## src/rtl/bram_requester.sv

```systemverilog
// Requester for a single-cycle-latency Bram: zero-fills every row after reset, then issues user reads
// and writes; read data lands in a small credit-managed response FIFO. Optional: BRAM_REQ_WR_FWD_EN.
//
// state    | meaning
// ---------+-----------------------------------------------------------
// ST_INIT  | writing zero to row init_ptr each cycle, user ports closed
// ST_RUN   | user writes pass straight through, reads issued on credit
module bram_requester #(
    parameter int dataSize  = 32,
    parameter int addrSize  = 9,
    parameter int numRows   = 512,
    parameter int respDepth = 2
) (
    input  logic                CLK,
    input  logic                RST_N,
    input  logic                reqEnable,
    input  logic [addrSize-1:0] reqAddr,
    output logic                reqReady,
    output logic [dataSize-1:0] respData,
    output logic                respReady,
    input  logic                respEnable,
    input  logic                wrEnable,
    input  logic [addrSize-1:0] wrAddr,
    input  logic [dataSize-1:0] wrData,
    output logic                wrReady,
    output logic                initDone,
    output logic                memReadEnable,
    output logic [addrSize-1:0] memReadAddr,
    input  logic [dataSize-1:0] memReadData,
    output logic                memWriteEnable,
    output logic [addrSize-1:0] memWriteAddr,
    output logic [dataSize-1:0] memWriteData
);

    localparam int PW = (respDepth > 1) ? $clog2(respDepth) : 1;
    localparam int CW = $clog2(respDepth + 1) + 1;

    typedef enum logic {ST_INIT, ST_RUN} state_t;

    state_t              state, state_next;
    logic [addrSize-1:0] init_ptr;
    logic [dataSize-1:0] fifo_mem [respDepth];
    logic [PW-1:0]       rd_ptr, wr_ptr;
    logic [CW-1:0]       count;
    logic [CW-1:0]       count_after;
    logic [CW-1:0]       credit;
    logic                in_flight;
    logic                run, issue, wr_acc, deq, enq;
    logic [dataSize-1:0] enq_data;

    function automatic logic [PW-1:0] ptr_inc(input logic [PW-1:0] p);
        return (p == PW'(respDepth - 1)) ? '0 : p + 1'b1;
    endfunction

    assign run    = (state == ST_RUN);
    assign wr_acc = wrEnable && wrReady;
    assign deq    = respEnable && respReady;
    assign enq    = in_flight;
    assign issue  = reqEnable && reqReady;

    // A dequeue in this cycle frees its slot for a request in the same cycle.
    assign count_after = count - CW'(deq);
    assign credit      = count_after + CW'(in_flight);
    assign reqReady    = run && (credit < CW'(respDepth));

    assign respReady     = (count != '0);
    assign respData      = respReady ? fifo_mem[rd_ptr] : '0;
    assign memReadEnable = issue;
    assign memReadAddr   = run ? reqAddr : '0;
    assign initDone      = run;

    always_ff @(posedge CLK or negedge RST_N) begin
        if (!RST_N) state <= ST_INIT;
        else        state <= state_next;
    end

    always_comb begin
        state_next     = state;
        wrReady        = 1'b0;
        memWriteEnable = 1'b0;
        memWriteAddr   = '0;
        memWriteData   = '0;
        case (state)
            ST_INIT: begin
                // Gated by RST_N so the zero-fill port stays quiet while reset is held.
                memWriteEnable = RST_N;
                memWriteAddr   = init_ptr;
                if (init_ptr == addrSize'(numRows - 1))
                    state_next = ST_RUN;
            end
            ST_RUN: begin
                wrReady        = 1'b1;
                memWriteEnable = wrEnable;
                memWriteAddr   = wrAddr;
                memWriteData   = wrData;
            end
            default: state_next = ST_INIT;
        endcase
    end

    always_ff @(posedge CLK or negedge RST_N) begin
        if (!RST_N) begin
            init_ptr  <= '0;
            rd_ptr    <= '0;
            wr_ptr    <= '0;
            count     <= '0;
            in_flight <= 1'b0;
        end else begin
            if (state == ST_INIT) init_ptr <= init_ptr + 1'b1;
            if (enq) wr_ptr <= ptr_inc(wr_ptr);
            if (deq) rd_ptr <= ptr_inc(rd_ptr);
            count     <= count + CW'(enq) - CW'(deq);
            in_flight <= issue;
        end
    end

    always_ff @(posedge CLK) begin
        if (enq) fifo_mem[wr_ptr] <= enq_data;
    end

`ifdef BRAM_REQ_WR_FWD_EN
    logic                fwd_valid;
    logic [dataSize-1:0] fwd_data;

    // Same-cycle write and read to one row: the Bram returns the old word, so keep the new one.
    always_ff @(posedge CLK or negedge RST_N) begin
        if (!RST_N) begin
            fwd_valid <= 1'b0;
            fwd_data  <= '0;
        end else begin
            fwd_valid <= issue && wr_acc && (wrAddr == reqAddr);
            if (issue && wr_acc && (wrAddr == reqAddr))
                fwd_data <= wrData;
        end
    end

    assign enq_data = fwd_valid ? fwd_data : memReadData;
`else
    logic unused_wr_acc;
    assign unused_wr_acc = wr_acc;
    assign enq_data      = memReadData;
`endif

endmodule

```

## config.mk

```make
export PLATFORM = sky130hd
export DESIGN_NAME = bram_requester
export DESIGN_NICKNAME = d
export VERILOG_FILES = /design/src/rtl/bram_requester.sv
export SDC_FILE = /design/constraint.sdc
export NUM_CORES = 1
export LEC_CHECK = 0
export CORE_ASPECT_RATIO = 1.5
export CORE_MARGIN = 3
export CORE_UTILIZATION = 44
export CTS_CLUSTER_SIZE = 12
export DETAILED_ROUTE_END_ITERATION = 7
export PLACE_DENSITY_LB_ADDON = 0.2
export SLEW_MARGIN = 10
export SYNTH_ARGS = -nofsm -noshare
export SYNTH_HDL_FRONTEND = slang
export SYNTH_SLANG_ARGS = --single-unit
```

## constraint.sdc

```tcl
create_clock -name CLK -period 5.25 [get_ports CLK]
set_clock_uncertainty 0.05 [all_clocks]
set_input_delay 0.7875 -clock CLK [delete_from_list [all_inputs] [get_ports CLK]]
set_output_delay 0.7875 -clock CLK [all_outputs]
set_load 0.02 [all_outputs]
```

==> results_dict.tcl <==
set metrics [dict create \
    vias_per_cell 4.83 \
    critPathMaxFanout 2 \
    final_hold_viol_count 0 \
    multi_input_area_um2 1130 \
    yosys-top-cells-count "edfxtp_1 (64), and2_1 (44), nor2_1 (36), mux2i_1 (32), dfrtp_1 (16)" \
    power_uw 2040 \
    first_iter_violations 94 \
    tns_ns 0 \
    ctsResizeCount 0 \
    critPathCaptureType "output pin" \
    ios 175 \
    slew-limit-headroom_pct 33.7 \
    rows 39 \
    fin_util_pct 73.3 \
    synth.area.top_cells "edfxtp_1 (54%), dfrtp_1 (11%), mux2i_1 (9.0%), and2_1 (7.8%), nor2_1 (3.8%)" \
    yosysTopAreaCellShare_pct 54.3 \
    hpwl_um 6340 \
    fin_crit_ns 4.28 \
    grt_max_degree 63 \
    drt-pass1-iter-count 4 \
    clkTransAtPathRegs_ns 0.06 \
    grt_pass1_vias 2765 \
    placeableCoreArea_um2 7710 \
    grt_util_all_layers_pct 19.0 \
    internal-power_uw 1440 \
    start_util_pct 45.9 \
    fp.dieArea_um2 9190 \
    cp_top_family "buffers and inverters" \
    post-route-period-util_pct 81.5 \
    synth_fp_nets 343 \
    synth.avg_cell_area_um2 14.1 \
    drc_errors 0 \
    cts-root-buf "clkbuf_16" \
    numPortBuffers 174 \
    clockPowerShare_pct 29.2 \
    grt_pass1_wl_um 13000 \
    die_w_um 79.3 \
    antennaDiodeCount 0 \
    cp.arrival_ns 3.44 \
    clkSinkCount 80 \
    synth.most_common_cell "edfxtp_1" \
    overflow 0 \
    cts_tree "done" \
    via_count 2566 \
    async_flop_share_pct 20.0 \
    p_switching_uw 606 \
    synth_top_cell_by_area "edfxtp_1" \
    seq_area_um2 2320 \
    numCtsBuffers 9 \
    max-cap-violations 0 \
    outcome "finished, final reports clean" \
    synthesis.area_um2 3540 \
    synth_edf_count 64 \
    ir_drop_mv 0.209 \
    drive_gt1_share_pct 7.93 \
    globalplace.congestion 0.783 \
    ys_types 26 \
    clkLatencyLatePin_ns 0.33 \
    rsz0062_at_grt "no" \
    hold_class "reg2reg" \
    cpMaxStageDelayCell "clkdlybuf4s50_1" \
    pwr-share-seq_pct 38.4 \
    area_growth_pct 59.5 \
    slowest_delay_ns 0.61 \
    leakage_uw 0.00216 \
    antenna_found_initial 0 \
    max_clock_freq_mhz 234 \
    path_buf_inv 4 \
    swShare_pct 29.7 \
    setup_viol 0 \
    ys.flop_type "edfxtp_1" \
    power_per_cell_area_nw_per_um2 362 \
    antenna_left 0 \
    ys_seq_elements 80 \
    slew_viol_final 0 \
    fillers 597 \
    ys_seq_area_share_pct 65.6 \
    synth_cells 251 \
    crit_required_ns 4.41 \
    wirelength_um 8560 \
    die_y_um 116 \
    worstPathCellList "clkdlybuf4s50_1 -> and2_1 -> ha_1 -> inv_1 -> ha_1 -> inv_1 -> fa_1 -> xor3_2 -> nor2_2 -> and2_1 -> clkdlybuf4s50_1" \
    cts.htree.levels 3 \
    critPathKind "in2out" \
    clock_path_buffers 2 \
    nets 516 \
    comb_power_share_pct 32.4 \
    critPathLaunchType "primary input" \
    yosys_warnings 0 \
    tightestPinTransition_ns 0.995 \
    routedWlPerCell_um 16.1 \
    cts_post_setup_buffers_inserted 0 \
    postCtsHoldBufs 0 \
]
[power groups by stage]
stage	combinational, µW	sequential, µW	clock [µW]
floorplan	417	731	0
global placement	655	799	0
detailed placement	668	800	0
CTS	673	786	610
global route	703	790	631
finish	661	784	597
[final timing paths]
path	from	end	slack [ns]	cells after the start
min reg2reg	enq	wr_ptr	0.43	1
max reg2reg	count[1]	enq	2.80	11
min	enq	wr_ptr	0.43	1
max	respEnable	memReadEnable	0.97	11
max in group asynchronous	RST_N	rd_ptr	3.79	1
min in group asynchronous	RST_N	initDone	0.85	1
[routing by layer]
layer / vias to the layer above / wire [µm] / global-route usage [%]
met5: - / 0 / 0
met4: 0 / 234 / 9.06
met3: 19 / 822 / 7.47
met2: 129 / 4660 / 34.8
met1: 1199 / 2840 / 18.4
li1: 1219 / - / -
[sequential cells by signal (all words and copies together) (netlist names)]
name      cells
fifo_mem     64
init_ptr      9
count         3
enq           1
initDone      1
rd_ptr        1
wr_ptr        1
[worst register-to-register path, stage by stage (launching register included)]
cell     delay [ns]
dfrtp_1        0.45
nor3_4         0.20
inv_1          0.07
and2_1         0.18
ha_1           0.29
inv_1          0.05
ha_1           0.13
inv_1          0.04
fa_1           0.36
xor3_2         0.24
nor2_2         0.18
and2_1         0.16
[placed cells by master (no fill, tap or decap), drive strengths merged]
master           n
nor2b            1
nand4b           2
nor3             1
xor3             1
clkbuf          11
mux2i           32
fa               1
edfxtp          64
or2              1
clkdlybuf4s50  174
buf              2
nor2            37
dfrtp           16
a21o             1
clkinvlp         1
and2            44
xor2             4
bufinv           1
nand2b           1
mux2            11
nand3            3
clkinv           2
nand4            1
inv              6
nand2            1
xnor2            5
and3             1
ha               4
[logic make-up (layout without fill, tap and decap cells)]
kind of cell	count (synthesis)	count (layout)	share of synthesized area (%)
flops	80	80	65.6
mux	43	43	12.5
compound gates	1	1	0.212
fa+ha+maj	5	5	1.98
simple gates	93	93	14.1
buf+inv	19	197	2.65
xor+xnor	10	10	2.93
[stage by stage]
step	setup WS [ns]	hold WS (ns)	cell area [µm²]	cells
global placement	0.943	0.411	5360	515
floorplan	1.77	0.404	3540	251
finish	0.971	0.433	5650	531
CTS	0.915	0.437	5650	531
detailed placement	0.913	0.426	5360	515
global route	0.834	0.473	5650	531
[cell type report]
| cell class | instances | area share [%] |
|---|---|---|
| clock buffers | 11 | 4.12 |
| clock inverters | 5 | 0.996 |
| inverters | 5 | 0.332 |
| multi-input cells | 152 | 20.1 |
| flip-flops and latches | 80 | 41.1 |
| well taps | 102 | 2.26 |
| repair buffers | 176 | 31.1 |
Note: power is estimated with default switching activity, not from simulation.
